<file path="config.mk">
export PLATFORM = sky130hd
export DESIGN_NAME = fm_ch_seq
export DESIGN_NICKNAME = d
export VERILOG_FILES = /design/src/rtl/fm_ch_seq.sv
export SDC_FILE = /design/constraint.sdc
export NUM_CORES = 1
export LEC_CHECK = 0
export CAP_MARGIN = 20
export CORE_MARGIN = 2
export CORE_UTILIZATION = 40
export DETAILED_ROUTE_END_ITERATION = 10
export PLACE_DENSITY = 0.71
export SETUP_SLACK_MARGIN = 0.5
export SLEW_MARGIN = 20
export SYNTH_ARGS = -nofsm -noshare
export SYNTH_HDL_FRONTEND = slang
export SYNTH_SLANG_ARGS = --single-unit
</file>
<file path="constraint.sdc">
create_clock -name clk -period 2.2 [get_ports clk]
set_input_delay 0.33 -clock clk [delete_from_list [all_inputs] [get_ports clk]]
set_output_delay 0.33 -clock clk [all_outputs]
set_load 0.05 [all_outputs]
</file>
<file path="src/rtl/fm_ch_seq.sv">
// fm_ch_seq: read-side sequencer for the FM channel attribute store.
// On each sample tick it scans channels 0..NUM_CH-1 through the store's
// asynchronous read port, captures pan/feedback, forms the phase increment
// (fnum << block) and presents one record per channel on a valid/ready port.
// Optional build macro FM_CH_SEQ_ZERO_SKIP_EN: channels whose F-number is
// zero are skipped without emitting a record.
module fm_ch_seq #(
  parameter int NUM_CH = 32
) (
  input  logic        clk,
  input  logic        reset,
  input  logic        sample_tick,
  output logic [4:0]  ch_sel,
  input  logic [6:0]  ch_pan,
  input  logic [2:0]  ch_fb,
  input  logic [2:0]  ch_block,
  input  logic [9:0]  ch_fnum,
  output logic        out_valid,
  input  logic        out_ready,
  output logic [4:0]  out_ch,
  output logic [6:0]  out_pan,
  output logic [2:0]  out_fb,
  output logic [16:0] out_phase_inc,
  output logic        busy,
  output logic        frame_done,
  output logic [7:0]  overrun_cnt,
  input  logic        overrun_clr
);

  localparam logic [4:0] LAST_CH = 5'(NUM_CH - 1);

  typedef enum logic [1:0] {
    IDLE    = 2'd0,
    SETTLE  = 2'd1,
    CAPTURE = 2'd2,
    PRESENT = 2'd3
  } state_t;

  state_t      state_reg, state_next;
  logic [4:0]  ch_sel_next;
  logic        out_valid_next;
  logic [4:0]  out_ch_next;
  logic [6:0]  out_pan_next;
  logic [2:0]  out_fb_next;
  logic [16:0] out_phase_inc_next;
  logic        busy_next;
  logic        frame_done_next;
  logic [7:0]  overrun_cnt_next;

  logic        last_ch;
  logic        accept;
  logic        skip_ch;
  logic        tick_drop;
  logic [16:0] phase_calc;

  assign last_ch    = (ch_sel == LAST_CH);
  assign accept     = (state_reg == PRESENT) && out_valid && out_ready;
  assign tick_drop  = sample_tick && (state_reg != IDLE);
  // Zero-extend before shifting so block 7 never truncates (max 130944).
  assign phase_calc = {7'b0, ch_fnum} << ch_block;

`ifdef FM_CH_SEQ_ZERO_SKIP_EN
  assign skip_ch = (ch_fnum == 10'd0);
`else
  assign skip_ch = 1'b0;
`endif

  // State and datapath registers; reset aborts any frame in flight.
  always_ff @(posedge clk) begin
    if (reset) begin
      state_reg     <= IDLE;
      ch_sel        <= 5'd0;
      out_valid     <= 1'b0;
      out_ch        <= 5'd0;
      out_pan       <= 7'd0;
      out_fb        <= 3'd0;
      out_phase_inc <= 17'd0;
      busy          <= 1'b0;
      frame_done    <= 1'b0;
      overrun_cnt   <= 8'd0;
    end else begin
      state_reg     <= state_next;
      ch_sel        <= ch_sel_next;
      out_valid     <= out_valid_next;
      out_ch        <= out_ch_next;
      out_pan       <= out_pan_next;
      out_fb        <= out_fb_next;
      out_phase_inc <= out_phase_inc_next;
      busy          <= busy_next;
      frame_done    <= frame_done_next;
      overrun_cnt   <= overrun_cnt_next;
    end
  end

  // Next-state selection for the scan sequence.
  always_comb begin
    state_next = state_reg;
    case (state_reg)
      IDLE:    if (sample_tick) state_next = SETTLE;
      SETTLE:  state_next = CAPTURE;
      CAPTURE: begin
        if (skip_ch) state_next = last_ch ? IDLE : SETTLE;
        else         state_next = PRESENT;
      end
      PRESENT: if (accept) state_next = last_ch ? IDLE : SETTLE;
      default: state_next = IDLE;
    endcase
  end

  // Next values of the registered outputs, including the overrun counter.
  always_comb begin
    ch_sel_next        = ch_sel;
    out_valid_next     = out_valid;
    out_ch_next        = out_ch;
    out_pan_next       = out_pan;
    out_fb_next        = out_fb;
    out_phase_inc_next = out_phase_inc;
    busy_next          = busy;
    frame_done_next    = 1'b0;
    overrun_cnt_next   = overrun_cnt;

    case (state_reg)
      IDLE: begin
        if (sample_tick) begin
          ch_sel_next = 5'd0;
          busy_next   = 1'b1;
        end
      end
      SETTLE: begin
        // Address held stable so the asynchronous read data settles.
      end
      CAPTURE: begin
        if (skip_ch) begin
          if (last_ch) begin
            busy_next       = 1'b0;
            frame_done_next = 1'b1;
          end else begin
            ch_sel_next = ch_sel + 5'd1;
          end
        end else begin
          out_ch_next        = ch_sel;
          out_pan_next       = ch_pan;
          out_fb_next        = ch_fb;
          out_phase_inc_next = phase_calc;
          out_valid_next     = 1'b1;
        end
      end
      PRESENT: begin
        if (accept) begin
          out_valid_next = 1'b0;
          if (last_ch) begin
            busy_next       = 1'b0;
            frame_done_next = 1'b1;
          end else begin
            ch_sel_next = ch_sel + 5'd1;
          end
        end
      end
      default: begin
      end
    endcase

    // Clear takes priority over a dropped tick in the same cycle.
    if (overrun_clr)
      overrun_cnt_next = 8'd0;
    else if (tick_drop && (overrun_cnt != 8'hFF))
      overrun_cnt_next = overrun_cnt + 8'd1;
  end

endmodule

</file>
-- After elaboration in Yosys (flattened, before gate mapping)
Index checks and enable logic that the tools add are counted.
Widths: inputs -> output; s select.
- logic and storage cells: 53
- input bits: 28
- bits in latches: 0
- memory bits (read-only): 0
- memories kept: 0
- flip-flop bits (word level): 50
- bits in writable memories: 0
- reductions and logical operators: 14
- eq/ne operators: 9
- magnitude comparators: 0
- divide/modulo/power cells: 0
- multipliers: 0
- bitwise gates (word level): 2
- add/subtract/negate cells: 2
- shift operators: 1
- mux-type cells: 15
- operators with widths (operator ; count):
    $shl 10x3->17 ; 1
    $mux 5 ; 3
    $pmux 5 s2 ; 1
    $add 8x1->8 const B ; 1
    $ne 2x2->1 const B ; 4
    $ne 8x8->1 const B ; 1
    $pmux 2 s4 ; 1
    $reduce_and 4->1 ; 2
    $mux 1 ; 6
    $reduce_bool 2->1 ; 3
    $add 5x1->5 const B ; 1
    $eq 5x5->1 const B ; 1
    $eq 2x2->1 const B ; 2
    $logic_and 1x1->1 ; 4
    $mux 2 ; 2
    $pmux 1 s2 ; 2
    $reduce_and 2->1 ; 2
    $reduce_or 3->1 ; 1
    $eq 2x1->1 const B ; 1
    $logic_not 2->1 ; 1
    $not 1->1 ; 2
    $reduce_or 2->1 ; 1

-- Longest topological paths before layout
- depth after elaboration: 5
- mapped depth: 7
- depth with buffers taken out: 7

-- Least setup slack after synthesis
OpenSTA, ideal clock, no wires.
- kind: register -> register
- from: register ch_sel[0]
- to: register ch_sel[1]
- setup time: 0.117 ns
- arrival: 1.836 ns
- data required time: 2.083 ns
- stages on the path, launching flop included: 8
- period minus slack after synthesis: 1.953 ns
- path buffers: 0
- path slack: 0.247 ns
- cell sequence: dfxtp_1 -> ha_1 -> and3_1 -> ha_1 -> nand3b_1 -> a21oi_2 -> mux2i_1 -> nor2_1
- RTL lines (item ; RTL line ; RTL):
    start: declaration ; 13 ; output logic [4:0] ch_sel,
    start signal: assignment ; 83 ; ch_sel <= ch_sel_next;
    $eq 5x5->1 ; 56 ; assign last_ch = (ch_sel == LAST_CH);
    via last_ch ; 50 ; logic last_ch;
    $ne 2x2->1 (no line) ; -- ;
    $reduce_and 4->1 (no line) ; -- ;
The timed path passes the listed nets, and every way through them passes these cells. The select of a mux whose other input is x is not followed.
A chain may end at the register's enable or synchronous reset.

-- Worst setup path in the final report
- from: register ch_sel[0]
- to: register ch_sel[4]
The elaborated chain is that of the path after synthesis.

==> flow_metrics.tcl <==
set metrics [dict create \
    avgSynthCellArea_um2 8.948 \
    largest_reg_flops 17 \
    critical-path-max-stage-delay_ps 360 \
    leakage_nw 1.457 \
    r2r_slack_ps 500 \
    final_util 0.5837 \
    drive_gt1_frac 0.08309 \
    fin_crit_ps 1704 \
    path_buf_inv 0 \
    ios 76 \
    finalClockSkew_ps 8.426 \
    switching_power_mw 1.373 \
    cts_hold_repair.buffers 0 \
    fmax_ghz 0.5870 \
    intPower_mw 1.835 \
    yosys_warnings 0 \
    rr_worst_depth 7 \
    grt_pass1_wl_mm 9.018 \
    postPlaceCellArea_mm2 0.003203 \
    cts_buffer_depth 2 \
    tns_ps 0 \
    core-area_mm2 0.005608 \
    drv_slew 0 \
    finalHoldViolations 0 \
    rsz0062_at_grt "yes" \
    cts_buffers 5 \
    rr_startpoint "ch_sel[0]$_SDFFE_PP0P_" \
    place.port_buffers 75 \
    clkLatencyLatePin_ps 290 \
    drtIter0Drc 93 \
    swShare 0.4281 \
    max_cap_viol_count 0 \
    layout-area-overhead-vs-synth_pct 38.56 \
    hold_start "out_phase_inc[14]$_SDFFE_PP0P_" \
    power.density_mw_per_mm2 980.3 \
    diodes 0 \
    grtUsageTotal 0.1726 \
    critPathLaunchType "register" \
    dieArea_mm2 0.006537 \
    tightest_slew_ps 516.5 \
    final_cell_area_mm2 0.003273 \
    r2r-end "ch_sel[4]$_SDFFE_PP0P_" \
    via_count 2064 \
    synth_edf_count 0 \
    comb_power_share 0.469 \
    path_cells "ha_4, and3_4, ha_4, nand3b_1, a21oi_4, mux2i_1, nor2_1" \
    antenna_found_initial 0 \
    rows 27 \
    firstDrtPassIters 6 \
    crit_arrival_ps 1880 \
    critPathKind "reg2reg" \
    fin_nets 370 \
    hold_slack_ps 463.6 \
    ys_seq_area_frac 0.4237 \
    h-tree-depth 2 \
    min_path_type "reg2reg" \
    outcome "completed" \
    hold_end "out_phase_inc[14]$_SDFFE_PP0P_" \
    post-route-period-util 0.7744 \
    min_path_cells 2 \
    clock-root-buffer "clkbuf_8" \
    grt_pass1_vias 2016 \
    critPathRequiredTime_ps 2370 \
    wire_per_inst_um 13.22 \
    die_x_um 80.85 \
    yosysUniqueCellTypes 45 \
    clkTransAtPathRegs_ps 90 \
    synth_area_mm2 0.002362 \
    die_y_um 80.85 \
    critPathSlowestCell "dfxtp_4" \
    final-setup-viol-count 0 \
    grt_overflow 0 \
    final_cells 409 \
    async_reset_ff_frac 0 \
    grt_max_degree 42 \
    cts_tree "built" \
    synth-seq-cells 50 \
    placed_cells 399 \
    clkSinkCount 50 \
    viasPerCell 5.046 \
    crit_path_frequent_cell "ha_4" \
    regMostFlops "out_phase_inc" \
    routed_wl_mm 5.408 \
    seq_power_share 0.362 \
    num-fill-cells 544 \
    crit_path_end_kind "register" \
    gp_congestion 0.9011 \
    netlist_instances 264 \
    floorplan.initialDensity 0.4212 \
    pwr-share-clk 0.169 \
    hpwl_mm 3.931 \
    cp_top_family "simple AND/OR/NAND/NOR gates" \
    maxSlewHeadroom 0.6571 \
    ir_worst_vdd_mv 0.6114 \
    path_max_fanout 3 \
    dominantRegCellSynth "dfxtp_1" \
    antenna_left 0 \
    synthesis.nets 298 \
    drc 0 \
    largest_registers "out_phase_inc x17, overrun_cnt x8, out_pan x7" \
]
per-layer routing:
layer | GRT usage | vias to the layer above | part of all wire | wire length [um]
li1 | - | 1060 | - | -
met1 | 0.2189 | 931 | 0.48 | 2601
met2 | 0.2843 | 67 | 0.44 | 2382
met3 | 0.04889 | 6 | 0.067 | 364
met4 | 0.05254 | 0 | 0.011 | 59
met5 | 0 | - | 0 | 0
cell usage after synthesis (3+ instances only):
library cell | n | area, um2
a211oi_1 | 6 | 45.04
mux2i_1 | 37 | 370.4
o21ai_1 | 5 | 25.02
inv_1 | 4 | 15.01
nand2_1 | 15 | 56.30
a21oi_1 | 11 | 55.05
buf_2 | 8 | 40.04
clkbuf_1 | 6 | 22.52
o22ai_1 | 4 | 25.02
xnor2_1 | 3 | 26.28
ha_1 | 6 | 75.07
nor2_1 | 45 | 168.9
xor2_1 | 3 | 26.28
and2_1 | 3 | 18.77
nor2b_1 | 6 | 37.54
a31oi_1 | 3 | 18.77
nor3_1 | 8 | 40.04
dfxtp_1 | 50 | 1001
nand3_1 | 5 | 25.02
cell families (layout without fill, tap and decap cells):
logic type      Yosys count  count (layout)  synth area share
compound gates           42              42            0.1149
xor+xnor                  6               6           0.02225
fa+ha+maj                 6               6           0.03178
buf+inv                  24              97           0.04925
flops                    50              50            0.4237
mux                      38              38            0.1615
simple gates             98              98            0.1965
layout make-up:
class	instances	area, um2	share of cell area
inverters	6	22.52	0.006881
clock buffers	6	82.58	0.02523
multi-input cells	190	1299	0.3968
repair buffers	83	757.0	0.2313
flip-flops and latches	50	1010	0.3085
well taps	72	90.09	0.02752
clock inverters	2	12.51	0.003823
power groups by stage:
stage,registers (mW),clock network (mW),logic (mW)
final,1.16,0.542,1.51
after floorplan,1.65,0,0.654
after global routing,1.18,0.603,1.62
after global placement,1.19,0,1.55
after CTS,1.16,0.565,1.50
after detailed placement,1.19,0,1.56
how the worst max path moves through the flow:
stage	start	endpoint	slack [ps]	cells after the start
floorplan	ch_sel[1]$_SDFFE_PP0P_	ch_sel[4]$_SDFFE_PP0P_	470	7
global placement	ch_block[2]	out_phase_inc[4]$_SDFFE_PP0P_	330	5
detailed placement	ch_block[2]	out_phase_inc[4]$_SDFFE_PP0P_	280	5
CTS	ch_sel[0]$_SDFFE_PP0P_	ch_sel[4]$_SDFFE_PP0P_	440	7
global route	ch_sel[0]$_SDFFE_PP0P_	ch_sel[4]$_SDFFE_PP0P_	390	7
finish	ch_sel[0]$_SDFFE_PP0P_	ch_sel[4]$_SDFFE_PP0P_	500	7
worst reg2reg max path: stages (launching register included):
cell and delay (ps):
dfxtp_4 360, ha_4 150, and3_4 180, ha_4 150
nand3b_1 260, a21oi_4 240, mux2i_1 200, nor2_1 50
layout by cell type (no fill, tap or decap), types with 2 or more instances in the layout:
master           Yosys  layout
a211oi_1             6       4
nor2b_1              6       6
clkdlybuf4s50_1      0      26
inv_1                4       4
dfxtp_1             50      47
ha_4                 0       2
nand3_1              5       5
xor2_1               3       3
a2bb2oi_1            2       2
mux2i_1             37      36
nor3_1               8       8
a21oi_1             11      11
dlygate4sd2_1        0      48
and2_1               3       3
a211oi_2             0       2
nand3b_1             2       2
nor3b_1              2       2
buf_4                2       7
dfxtp_4              0       2
xnor2_1              3       3
clkbuf_8             0       6
nor2_1              45      45
o22ai_1              4       4
or2_1                2       2
ha_1                 6       3
o211ai_1             2       2
nand4_1              2       2
o21ai_1              5       5
a22oi_1              2       2
nand2_1             15      15
a221oi_1             2       2
a31oi_1              3       3
repair_timing:
item | in CTS | in global routing
setup endpoints to repair | 50 | 11
pin swaps | 3 | 3
gates resized for setup | 48 | 5
buffers inserted | 2 | 0
through the flow:
step	power, mW	worst slack, ps
2_1_floorplan	2.300	472.9
3_3_place_gp	2.735	331.8
3_5_place_dp	2.756	275.2
4_1_cts	3.226	445.0
5_1_grt	3.406	391.9
6_report	3.209	496.4
Note: power is estimated with default switching activity, not from simulation.
